<file path="config.mk">
export PLATFORM = sky130hd
export DESIGN_NAME = bit_stream_gen
export DESIGN_NICKNAME = d
export VERILOG_FILES = /design/src/rtl/bitclk_pkg.sv /design/src/rtl/bit_stream_gen_bit_timer.sv /design/src/rtl/bit_stream_gen.sv
export SDC_FILE = /design/constraint.sdc
export NUM_CORES = 1
export LEC_CHECK = 0
export BUFFER_PORTS_ARGS = -buffer_cell sky130_fd_sc_hd__buf_2
export CORE_MARGIN = 2
export CORE_UTILIZATION = 60
export CTS_CLUSTER_SIZE = 20
export DETAILED_ROUTE_END_ITERATION = 10
export PLACE_DENSITY_LB_ADDON = 0.15
export SLEW_MARGIN = 20
export SYNTH_ARGS = -nofsm -noshare
export SYNTH_HDL_FRONTEND = slang
export SYNTH_SLANG_ARGS = --single-unit
</file>
<file path="constraint.sdc">
create_clock -name clk_300M -period 6.6 [get_ports clk_300M]
set_clock_uncertainty 0.05 [all_clocks]
set_input_delay 1.32 -clock clk_300M [delete_from_list [all_inputs] [get_ports clk_300M]]
set_output_delay 1.32 -clock clk_300M [all_outputs]
set_load 0.1 [all_outputs]
</file>
<file path="src/rtl/bitclk_pkg.sv">
// Shared types and constants for the NRZ bit-stream generator and its bit timer.
package bitclk_pkg;

    typedef enum logic {
        IDLE  = 1'b0,
        SHIFT = 1'b1
    } state_e;

    localparam int DEFAULT_CLK_LEN = 32;
    localparam int MIN_BIT_PERIOD  = 2;

    localparam logic [6:0] PRBS7_SEED   = 7'h7F;
    localparam int         PRBS7_TAP_HI = 6;
    localparam int         PRBS7_TAP_LO = 5;

    // x^7 + x^6 + 1 Fibonacci step; the serial output is bit 6 before the step.
    function automatic logic [6:0] prbs7_next(input logic [6:0] lfsr);
        return {lfsr[5:0], lfsr[PRBS7_TAP_HI] ^ lfsr[PRBS7_TAP_LO]};
    endfunction

endpackage

</file>
<file path="src/rtl/bit_stream_gen_bit_timer.sv">
// Bit timer: latches the clamped bit period, runs the per-bit tick counter and
// produces the registered mid-bit reference clock plus a bit_end pulse.
module bit_timer
    import bitclk_pkg::*;
#(
    parameter int CLK_LEN = DEFAULT_CLK_LEN
) (
    input  logic               clk_i,
    input  logic               rst_i,
    input  logic               start_i,
    input  logic               active_i,
    input  logic               next_active_i,
    input  logic [CLK_LEN-1:0] bit_period_i,
    output logic               bit_end_o,
    output logic               clk_ref_o
);

    localparam logic [CLK_LEN-1:0] MIN_PERIOD = CLK_LEN'(MIN_BIT_PERIOD);
    localparam logic [CLK_LEN-1:0] ZERO       = {CLK_LEN{1'b0}};
    localparam logic [CLK_LEN-1:0] ONE        = CLK_LEN'(1);

    logic [CLK_LEN-1:0] tick_q;
    logic [CLK_LEN-1:0] tick_d;
    logic [CLK_LEN-1:0] period_q;
    logic [CLK_LEN-1:0] period_d;
    logic               clk_ref_q;
    logic               clk_ref_d;
    logic               bit_end_s;

    function automatic logic [CLK_LEN-1:0] clamp_period(input logic [CLK_LEN-1:0] p);
        logic [CLK_LEN-1:0] r;
        if (p < MIN_PERIOD) begin
            r = MIN_PERIOD;
        end else begin
            r = p;
        end
        return r;
    endfunction

    assign bit_end_s = active_i && (tick_q == (period_q - ONE));
    assign bit_end_o = bit_end_s;
    assign clk_ref_o = clk_ref_q;

    // Tick/period next state; clk_ref is judged against the tick value of the next cycle.
    always_comb begin
        period_d = period_q;
        tick_d   = ZERO;
        if (start_i) begin
            period_d = clamp_period(bit_period_i);
            tick_d   = ZERO;
        end else if (active_i && !bit_end_s) begin
            tick_d = tick_q + ONE;
        end else begin
            tick_d = ZERO;
        end
        clk_ref_d = next_active_i && (tick_d >= (period_d >> 1));
    end

    // Timer state registers.
    always_ff @(posedge clk_i) begin
        if (rst_i) begin
            tick_q    <= ZERO;
            period_q  <= MIN_PERIOD;
            clk_ref_q <= 1'b0;
        end else begin
            tick_q    <= tick_d;
            period_q  <= period_d;
            clk_ref_q <= clk_ref_d;
        end
    end

endmodule

</file>
<file path="src/rtl/bit_stream_gen.sv">
// NRZ bit-stream transmitter: serializes handshaked words MSB-first at a programmable bit period.
// Optional PRBS7 test source enabled by defining BIT_STREAM_GEN_PRBS_EN.
module bit_stream_gen
    import bitclk_pkg::*;
#(
    parameter int   CLK_LEN    = DEFAULT_CLK_LEN,
    parameter int   WORD_LEN   = 32,
    parameter logic IDLE_LEVEL = 1'b0
) (
    input  logic                clk_300M,
    input  logic                rst,
    input  logic                enable,
    input  logic [CLK_LEN-1:0]  bit_period,
    input  logic [WORD_LEN-1:0] data_in,
    input  logic                data_valid,
`ifdef BIT_STREAM_GEN_PRBS_EN
    input  logic                prbs_mode,
`endif
    output logic                data_ready,
    output logic                signal,
    output logic                clk_ref,
    output logic                bit_strobe,
    output logic                busy,
    output logic                underrun
);

    localparam int CNT_W = $clog2(WORD_LEN);
    localparam logic [CNT_W-1:0] CNT_ZERO = {CNT_W{1'b0}};
    localparam logic [CNT_W-1:0] CNT_ONE  = CNT_W'(1);
    localparam logic [CNT_W-1:0] CNT_LAST = CNT_W'(WORD_LEN - 1);

    state_e              state_q;
    state_e              state_d;
    logic [WORD_LEN-1:0] shift_q;
    logic [WORD_LEN-1:0] shift_d;
    logic [CNT_W-1:0]    bit_cnt_q;
    logic [CNT_W-1:0]    bit_cnt_d;
    logic                signal_q;
    logic                signal_d;
    logic                bit_strobe_q;
    logic                bit_strobe_d;
    logic                busy_q;
    logic                busy_d;
    logic                underrun_q;
    logic                underrun_d;

    logic                start_s;
    logic                bit_end_s;
    logic                last_bit_s;
    logic                word_end_s;
    logic                ready_s;
    logic                xfer_s;
    logic                prbs_mode_s;
    logic                prbs_cur_s;
    logic                prbs_req_s;

`ifdef BIT_STREAM_GEN_PRBS_EN
    logic                prbs_q;
    logic                prbs_d;
    logic [6:0]          lfsr_q;
    logic [6:0]          lfsr_d;

    assign prbs_mode_s = prbs_mode;
    assign prbs_cur_s  = prbs_q;
`else
    assign prbs_mode_s = 1'b0;
    assign prbs_cur_s  = 1'b0;
`endif

    // A PRBS "word" is a single bit, so every PRBS bit end is also a word end.
    assign last_bit_s = (bit_cnt_q == CNT_ZERO);
    assign word_end_s = bit_end_s && (last_bit_s || prbs_cur_s);
    assign prbs_req_s = enable && prbs_mode_s;
    assign ready_s    = enable && !prbs_mode_s && ((state_q == IDLE) || word_end_s);
    assign xfer_s     = data_valid && ready_s;

    assign data_ready = ready_s;
    assign signal     = signal_q;
    assign bit_strobe = bit_strobe_q;
    assign busy       = busy_q;
    assign underrun   = underrun_q;

    bit_timer #(
        .CLK_LEN(CLK_LEN)
    ) u_bit_timer (
        .clk_i        (clk_300M),
        .rst_i        (rst),
        .start_i      (start_s),
        .active_i     (state_q == SHIFT),
        .next_active_i(state_d == SHIFT),
        .bit_period_i (bit_period),
        .bit_end_o    (bit_end_s),
        .clk_ref_o    (clk_ref)
    );

    // Next-state and output decode for the IDLE/SHIFT controller.
    always_comb begin
        state_d      = state_q;
        shift_d      = shift_q;
        bit_cnt_d    = bit_cnt_q;
        signal_d     = IDLE_LEVEL;
        bit_strobe_d = 1'b0;
        busy_d       = 1'b0;
        underrun_d   = 1'b0;
        start_s      = 1'b0;
`ifdef BIT_STREAM_GEN_PRBS_EN
        prbs_d       = prbs_q;
        lfsr_d       = lfsr_q;
`endif
        case (state_q)
            IDLE: begin
                if (prbs_req_s) begin
                    state_d      = SHIFT;
                    start_s      = 1'b1;
                    busy_d       = 1'b1;
                    bit_strobe_d = 1'b1;
`ifdef BIT_STREAM_GEN_PRBS_EN
                    signal_d     = lfsr_q[PRBS7_TAP_HI];
                    lfsr_d       = prbs7_next(lfsr_q);
                    prbs_d       = 1'b1;
`endif
                end else if (xfer_s) begin
                    state_d      = SHIFT;
                    start_s      = 1'b1;
                    shift_d      = data_in;
                    bit_cnt_d    = CNT_LAST;
                    signal_d     = data_in[WORD_LEN-1];
                    bit_strobe_d = 1'b1;
                    busy_d       = 1'b1;
                end else begin
                    state_d = IDLE;
                end
            end
            SHIFT: begin
                if (!bit_end_s) begin
                    signal_d = signal_q;
                    busy_d   = 1'b1;
                end else if (prbs_req_s) begin
                    busy_d       = 1'b1;
                    bit_strobe_d = 1'b1;
`ifdef BIT_STREAM_GEN_PRBS_EN
                    signal_d     = lfsr_q[PRBS7_TAP_HI];
                    lfsr_d       = prbs7_next(lfsr_q);
                    prbs_d       = 1'b1;
`endif
                end else if (!last_bit_s && !prbs_cur_s) begin
                    shift_d      = {shift_q[WORD_LEN-2:0], 1'b0};
                    bit_cnt_d    = bit_cnt_q - CNT_ONE;
                    signal_d     = shift_q[WORD_LEN-2];
                    bit_strobe_d = 1'b1;
                    busy_d       = 1'b1;
                end else if (xfer_s) begin
                    start_s      = 1'b1;
                    shift_d      = data_in;
                    bit_cnt_d    = CNT_LAST;
                    signal_d     = data_in[WORD_LEN-1];
                    bit_strobe_d = 1'b1;
                    busy_d       = 1'b1;
`ifdef BIT_STREAM_GEN_PRBS_EN
                    prbs_d       = 1'b0;
`endif
                end else begin
                    state_d    = IDLE;
                    underrun_d = enable && !prbs_cur_s;
`ifdef BIT_STREAM_GEN_PRBS_EN
                    prbs_d     = 1'b0;
`endif
                end
            end
            default: begin
                state_d = IDLE;
            end
        endcase
    end

    // Controller state and registered outputs.
    always_ff @(posedge clk_300M) begin
        if (rst) begin
            state_q      <= IDLE;
            shift_q      <= {WORD_LEN{1'b0}};
            bit_cnt_q    <= CNT_ZERO;
            signal_q     <= IDLE_LEVEL;
            bit_strobe_q <= 1'b0;
            busy_q       <= 1'b0;
            underrun_q   <= 1'b0;
        end else begin
            state_q      <= state_d;
            shift_q      <= shift_d;
            bit_cnt_q    <= bit_cnt_d;
            signal_q     <= signal_d;
            bit_strobe_q <= bit_strobe_d;
            busy_q       <= busy_d;
            underrun_q   <= underrun_d;
        end
    end

`ifdef BIT_STREAM_GEN_PRBS_EN
    // PRBS mode flag and LFSR.
    always_ff @(posedge clk_300M) begin
        if (rst) begin
            prbs_q <= 1'b0;
            lfsr_q <= PRBS7_SEED;
        end else begin
            prbs_q <= prbs_d;
            lfsr_q <= lfsr_d;
        end
    end
`endif

endmodule
</file>
# Word-level counts from Yosys, hierarchy flattened
# Index checks and enable logic that the tools add are counted.
[word_totals]
mem_count = 0
latch_bits = 0
romBits = 0
elab_cells = 55
ramBits = 0
ff_bits = 106
[classes]
n_bitwise = 3
shifts = 0
div_mod_pow = 0
n_mul = 0
n_lt_le_gt_ge = 2
n_eq_ne = 2
reduce_logical = 10
n_mux = 25
add_sub_neg = 3
[op_table]
columns = ["cell", "n"]
rows = [
  ["$mux W32", 7],
  ["$pmux W32 S2", 1],
  ["$add A32 B1 Y32 const B", 1],
  ["$eq A32 B32 Y1", 1],
  ["$ge A32 B31 Y1", 1],
  ["$lt A32 B2 Y1 const B", 1],
  ["$sub A32 B1 Y32 const B", 1],
  ["$mux W5", 3],
  ["$pmux W5 S2", 1],
  ["$mux W1", 9],
  ["$pmux W1 S2", 4],
  ["$logic_and A1 B1 Y1", 6],
  ["$logic_not A5 Y1", 1],
  ["$reduce_or A5 Y1", 1],
  ["$sub A5 B1 Y5 const B", 1],
  ["$not A1 Y1", 3],
  ["$ne A2 B1 Y1 const B", 1],
  ["$logic_not A1 Y1", 1],
  ["$logic_or A1 B1 Y1", 1],
]

# Depth between registers and ports, before layout
[depth]
word_depth = 14
mapped_depth = 23
ltp_nobuf = 21

# Modules after synthesis
# Synthesis repeated with hierarchy kept, for this count alone.
[unflattened]
hier_cells = 799
hier_area_um2 = 6671.4
[by_module_without_submodules]
columns = ["module", "cells_per_inst", "seq_area_each_um2", "area_per_inst_um2", "n_inst"]
rows = [
  ["bit_timer", 582, 1301.2, 4779.6, 1],
  ["bit_stream_gen", 217, 800.8, 1891.8, 1],
]

# Least setup slack after synthesis
# OpenSTA, ideal clock, no wires.
[synth_timing]
path_type = "register to output"
startpoint = "register u_bit_timer.period_q[0]"
endpoint = "output data_ready"
path_stages_with_launch = 13
path_slack_ns = 1.686
arrival_time_ns = 3.544
path_cell_list = "dfxtp_1 > inv_1 > ha_1 > nor4b_2 > nand2_1 > or3_1 > nor4_1 > o22ai_1 > nor4_2 > a21bo_1 > buf_4 > buf_4 > and2_1"
[synth_via]
elab_chain_len = 6
[synth_rtl]
columns = ["element", "line", "rtl"]
rows = [
  ["start, declared", "bit_stream_gen_bit_timer.sv:24", "logic [CLK_LEN-1:0] period_q;"],
  ["start signal, assigned", "bit_stream_gen_bit_timer.sv:67", "period_q <= period_d;"],
  ["$sub A32 B1 Y32", "bit_stream_gen_bit_timer.sv:40", "assign bit_end_s = active_i && (tick_q == (period_q - ONE));"],
  ["$eq A32 B32 Y1", "bit_stream_gen_bit_timer.sv:40", ""],
  ["$logic_and A1 B1 Y1", "bit_stream_gen_bit_timer.sv:40", ""],
  ["$logic_and A1 B1 Y1", "bit_stream_gen.sv:72", "assign word_end_s = bit_end_s && (last_bit_s || prbs_cur_s);"],
  ["$logic_or A1 B1 Y1", "bit_stream_gen.sv:74", "assign ready_s = enable && !prbs_mode_s && ((state_q == IDLE) || word_end_s);"],
  ["$logic_and A1 B1 Y1", "bit_stream_gen.sv:74", ""],
  ["end, declared", "bit_stream_gen.sv:19", "output logic data_ready,"],
]
# No other way between the ends.

# Worst setup path after layout
[layout_timing]
startpoint = "register u_bit_timer.period_q[0]"
endpoint = "register u_bit_timer.clk_ref_q (netlist: u_bit_timer.clk_ref_o)"
[layout_via]
elab_chain_len = 14
word_cells_on_any_way = 21
classes_between = "add/sub: 1; order compare: 1; eq/ne: 1; mux: 10; reduce/logical: 8"
[layout_rtl]
columns = ["element", "line", "rtl"]
rows = [
  ["$sub A32 B1 Y32 (*)", "bit_stream_gen_bit_timer.sv:40", ""],
  ["$eq A32 B32 Y1 (*)", "bit_stream_gen_bit_timer.sv:40", ""],
  ["$logic_and A1 B1 Y1 (*)", "bit_stream_gen_bit_timer.sv:40", ""],
  ["$logic_and A1 B1 Y1", "bit_stream_gen.sv:72", ""],
  ["$logic_or A1 B1 Y1", "bit_stream_gen.sv:74", ""],
  ["$logic_and A1 B1 Y1", "bit_stream_gen.sv:74", ""],
  ["$logic_and A1 B1 Y1", "bit_stream_gen.sv:75", "assign xfer_s = data_valid && ready_s;"],
  ["$mux W1", "bit_stream_gen.sv:122, bit_stream_gen.sv:152", ""],
  ["$mux W1", "bit_stream_gen.sv:146", "end else if (!last_bit_s && !prbs_cur_s) begin"],
  ["$mux W1", "bit_stream_gen.sv:135", "if (!bit_end_s) begin"],
  ["$pmux W1 S2", "bit_stream_gen.sv:110", "case (state_q)"],
  ["$mux W32", "bit_stream_gen_bit_timer.sv:48", "if (start_i) begin"],
  ["$ge A32 B31 Y1", "bit_stream_gen_bit_timer.sv:56", "clk_ref_d = next_active_i && (tick_d >= (period_d >> 1));"],
  ["$logic_and A1 B1 Y1 (*)", "bit_stream_gen_bit_timer.sv:56", ""],
  ["end signal, assigned", "bit_stream_gen_bit_timer.sv:68", "clk_ref_q <= clk_ref_d;"],
  ["end, declared", "bit_stream_gen_bit_timer.sv:26", "logic clk_ref_q;"],
]
# Mark *: on every way between the ends. The rest lies on a longest branch, timed or not.
# A chain may end at the register's enable or synchronous reset.

==> impl_metrics.env <==
export IMPL_routed_wl_met3_um=1180
export IMPL_path_buf_inv=1
export IMPL_ant_nets=0
export IMPL_syn_to_final_growth_pct=9.82
export IMPL_rows=38
export IMPL_routed_via_density=6.39
export IMPL_fillCellCount=887
export IMPL_cts_sinks=105
export IMPL_drc_errors=0
export IMPL_tightestPinTransition_ns=0.928
export IMPL_status="complete, no violations"
export IMPL_rsz0062_at_grt="false"
export IMPL_ys_top_cells_by_area="dfxtp_1 (31%), ha_1 (6.3%), xnor2_1 (5.3%), o221a_1 (4.3%), nand3_1 (4.0%)"
export IMPL_wl_met2_um=8560
export IMPL_grt_pass1_vias=5943
export IMPL_insertion_delay_ns=0.37
export IMPL_dpl_cell_area_mm2=0.00710
export IMPL_min_delay_start="bit_cnt_q[1]"
export IMPL_synth_area_mm2=0.00676
export IMPL_crit_start="u_bit_timer.period_q[0]"
export IMPL_fp_dieW_um=110
export IMPL_syn_inst=814
export IMPL_max_slew_margin_pct=37.8
export IMPL_ys_ff_latch=105
export IMPL_timing_final_crit_share_pct=93.3
export IMPL_synth_top_area_share_pct=31.1
export IMPL_cts_made_buffers=9
export IMPL_synth_top_area_cell="dfxtp_1"
export IMPL_crit_chain="inv_1, ha_1, nor4b_2, nand2_1, or3_1, nor4_1, o22ai_1, nor4_2, a21bo_2, nand3_1, and2_1, ha_1, a21o_1, a21o_1, a21oi_1, o31ai_1, a21oi_1, o211ai_1, a2111oi_0, nor3_1, o21a_1"
export IMPL_finalWirelength_um=18200
export IMPL_antennaDiodeCount=0
export IMPL_vias=6380
export IMPL_end_kind="flop"
export IMPL_crit_family="simple AND/OR/NAND/NOR gates"
export IMPL_drt_iter0_drc=587
export IMPL_postSynthAreaPerCell_um2=8.30
export IMPL_synthesis_nets=916
export IMPL_synth_cell_types=69
export IMPL_portBuffers=73
export IMPL_nets=956
export IMPL_final_area_mm2=0.00742
export IMPL_start_util_pct=61.8
export IMPL_cp_max_fo=16
export IMPL_tritoncts="done"
export IMPL_dr_pass1_iters=5
export IMPL_fin_tns_setup_ns=0
export IMPL_ios=74
export IMPL_setup_violations=0
export IMPL_slowest_stage="a2111oi_0"
export IMPL_hold_path_class="flop to flop"
export IMPL_htreeDepth=3
export IMPL_pwr_density_cell_mw_per_mm2=207
export IMPL_async_flop_share_pct=0
export IMPL_synth_edff_count=0
export IMPL_period_needed_ns=6.15
export IMPL_synth_most_common_cell="dfxtp_1"
export IMPL_clock_path_buffers=2
export IMPL_cpPeakStageDelay_ns=0.66
export IMPL_synth_ff_type="dfxtp_1"
export IMPL_chipHeight_um=110
export IMPL_max_freq_mhz=162
export IMPL_track_usage_pct=31.0
export IMPL_grt_overflow=0
export IMPL_grt_pass1_wl_um=29300
export IMPL_grt_max_degree=74
export IMPL_core_area_mm2=0.0109
export IMPL_path_depth=21
export IMPL_fin_hold_ws_ns=0.440
export IMPL_power_w=0.00154
export IMPL_finalHoldViolCount=0
export IMPL_r2r_cells=21
export IMPL_rr_startpoint="u_bit_timer.period_q[0]"
export IMPL_holdPathStages=2
export IMPL_cts_root_buffer="clkbuf_16"
export IMPL_avgRoutedWirePerCell_um=18.2
export IMPL_die_area_mm2=0.0121
export IMPL_synth_top_cells_by_count="dfxtp_1 (105), nor2_1 (61), nand3_1 (54)"
export IMPL_drive_gt1_share_pct=15.1
export IMPL_gp_congestion=0.933
export IMPL_yosys_warnings=0
export IMPL_critPathLaunchType="flop"
export IMPL_peakVddDrop_mv=0.229
export IMPL_drv_cap=0
export IMPL_place_hpwl_um=13200
export IMPL_antenna_found_initial=0
export IMPL_arrival_ns=6.38
export IMPL_crit_type="flop to flop"
export IMPL_p_leak_nw=2.80
export IMPL_required_ns=6.82
export IMPL_drv_slew=0
export IMPL_cts_clk_slew_worst_paths_ns=0.08
export IMPL_synth_seq_area_share_pct=31.1
export IMPL_routed_top_layer="met4"
export IMPL_wl_met1_um=8010
[worst paths after layout]
kind                                         endpoint  slack, ns
worst max register to register  u_bit_timer.clk_ref_o       0.45
worst min-delay path                     bit_cnt_q[1]       0.44
worst max-delay path            u_bit_timer.clk_ref_o       0.45
worst min register to register           bit_cnt_q[1]       0.44
[logic make-up (layout without fill, tap and decap cells)]
kind of cell / after synthesis / in the layout / share of synthesized area [%]
fa+ha+maj: 34 / 34 / 6.30
xor+xnor: 67 / 67 / 8.69
compound gates: 210 / 210 / 22.0
buf+inv: 71 / 116 / 5.07
simple gates: 327 / 327 / 26.9
flops: 105 / 105 / 31.1
[report_power, final]
part | switching (W) | internal [W] | total [W]
combinational | 0.000170 | 0.000118 | 0.000288
clock | 0.000282 | 0.000274 | 0.000556
sequential | 0.0000285 | 0.000666 | 0.000694
[per-layer routing]
metal / vias up / global-route usage (%)
met3: 38 / 6.35
met2: 249 / 50.9
met4: 0 / 10.6
met5: - / 0
li1: 3098 / -
met1: 2995 / 40.5
[tightest hold or removal path, stage by stage (launching register included)]
cell and delay (ns):
dfxtp_1 0.31, inv_1 0.06, a31oi_1 0.07
[cell type report]
type / instances / area (um^2) / area share, %
Clock buffer: 9 / 225 / 3.04
Inverter: 16 / 60.1 / 0.810
Sequential cell: 105 / 2100 / 28.3
Timing Repair Buffer: 84 / 448 / 6.04
Clock inverter: 7 / 93.8 / 1.26
Tap cell: 140 / 175 / 2.36
Multi-Input combinational cell: 638 / 4310 / 58.2
[what timing repair did]
action / CTS / global route
hold buffers: 0 / 0
setup buffers: 0 / 0
gates resized for setup: 0 / 1
endpoints found under the setup margin: 0 / 1
[layout by cell type (no fill, tap or decap), types with 31 or more instances in the layout]
| cell type | synthesis | layout |
|---|---|---|
| ha_1 | 34 | 34 |
| and2_1 | 34 | 34 |
| xnor2_1 | 41 | 41 |
| a21oi_1 | 49 | 49 |
| buf_2 | 10 | 73 |
| nor2_1 | 61 | 61 |
| nand3_1 | 54 | 54 |
| o21ai_0 | 43 | 43 |
| nor3_1 | 52 | 52 |
| o21a_1 | 31 | 31 |
| dfxtp_1 | 105 | 105 |
[sequential cells by signal, summed over array words and instances, names as in the netlist]
name / count
bit_cnt_q: 5
bit_strobe: 1
shift_q: 31
u_bit_timer.tick_q: 32
signal: 1
busy: 1
underrun: 1
u_bit_timer.clk_ref_o: 1
u_bit_timer.period_q: 32
[per-stage QoR]
| step | util (%) | instances | setup slack, ns |
|---|---|---|---|
| floorplan | - | 814 | 1.69 |
| global placement | 64.9 | 983 | 0.692 |
| detailed placement | 64.9 | 983 | 0.463 |
| CTS | 67.8 | 999 | 0.384 |
| global route | 67.8 | 999 | 0.114 |
| finish | 67.8 | 999 | 0.445 |
No activity file was read; power rests on OpenSTA's default activity.
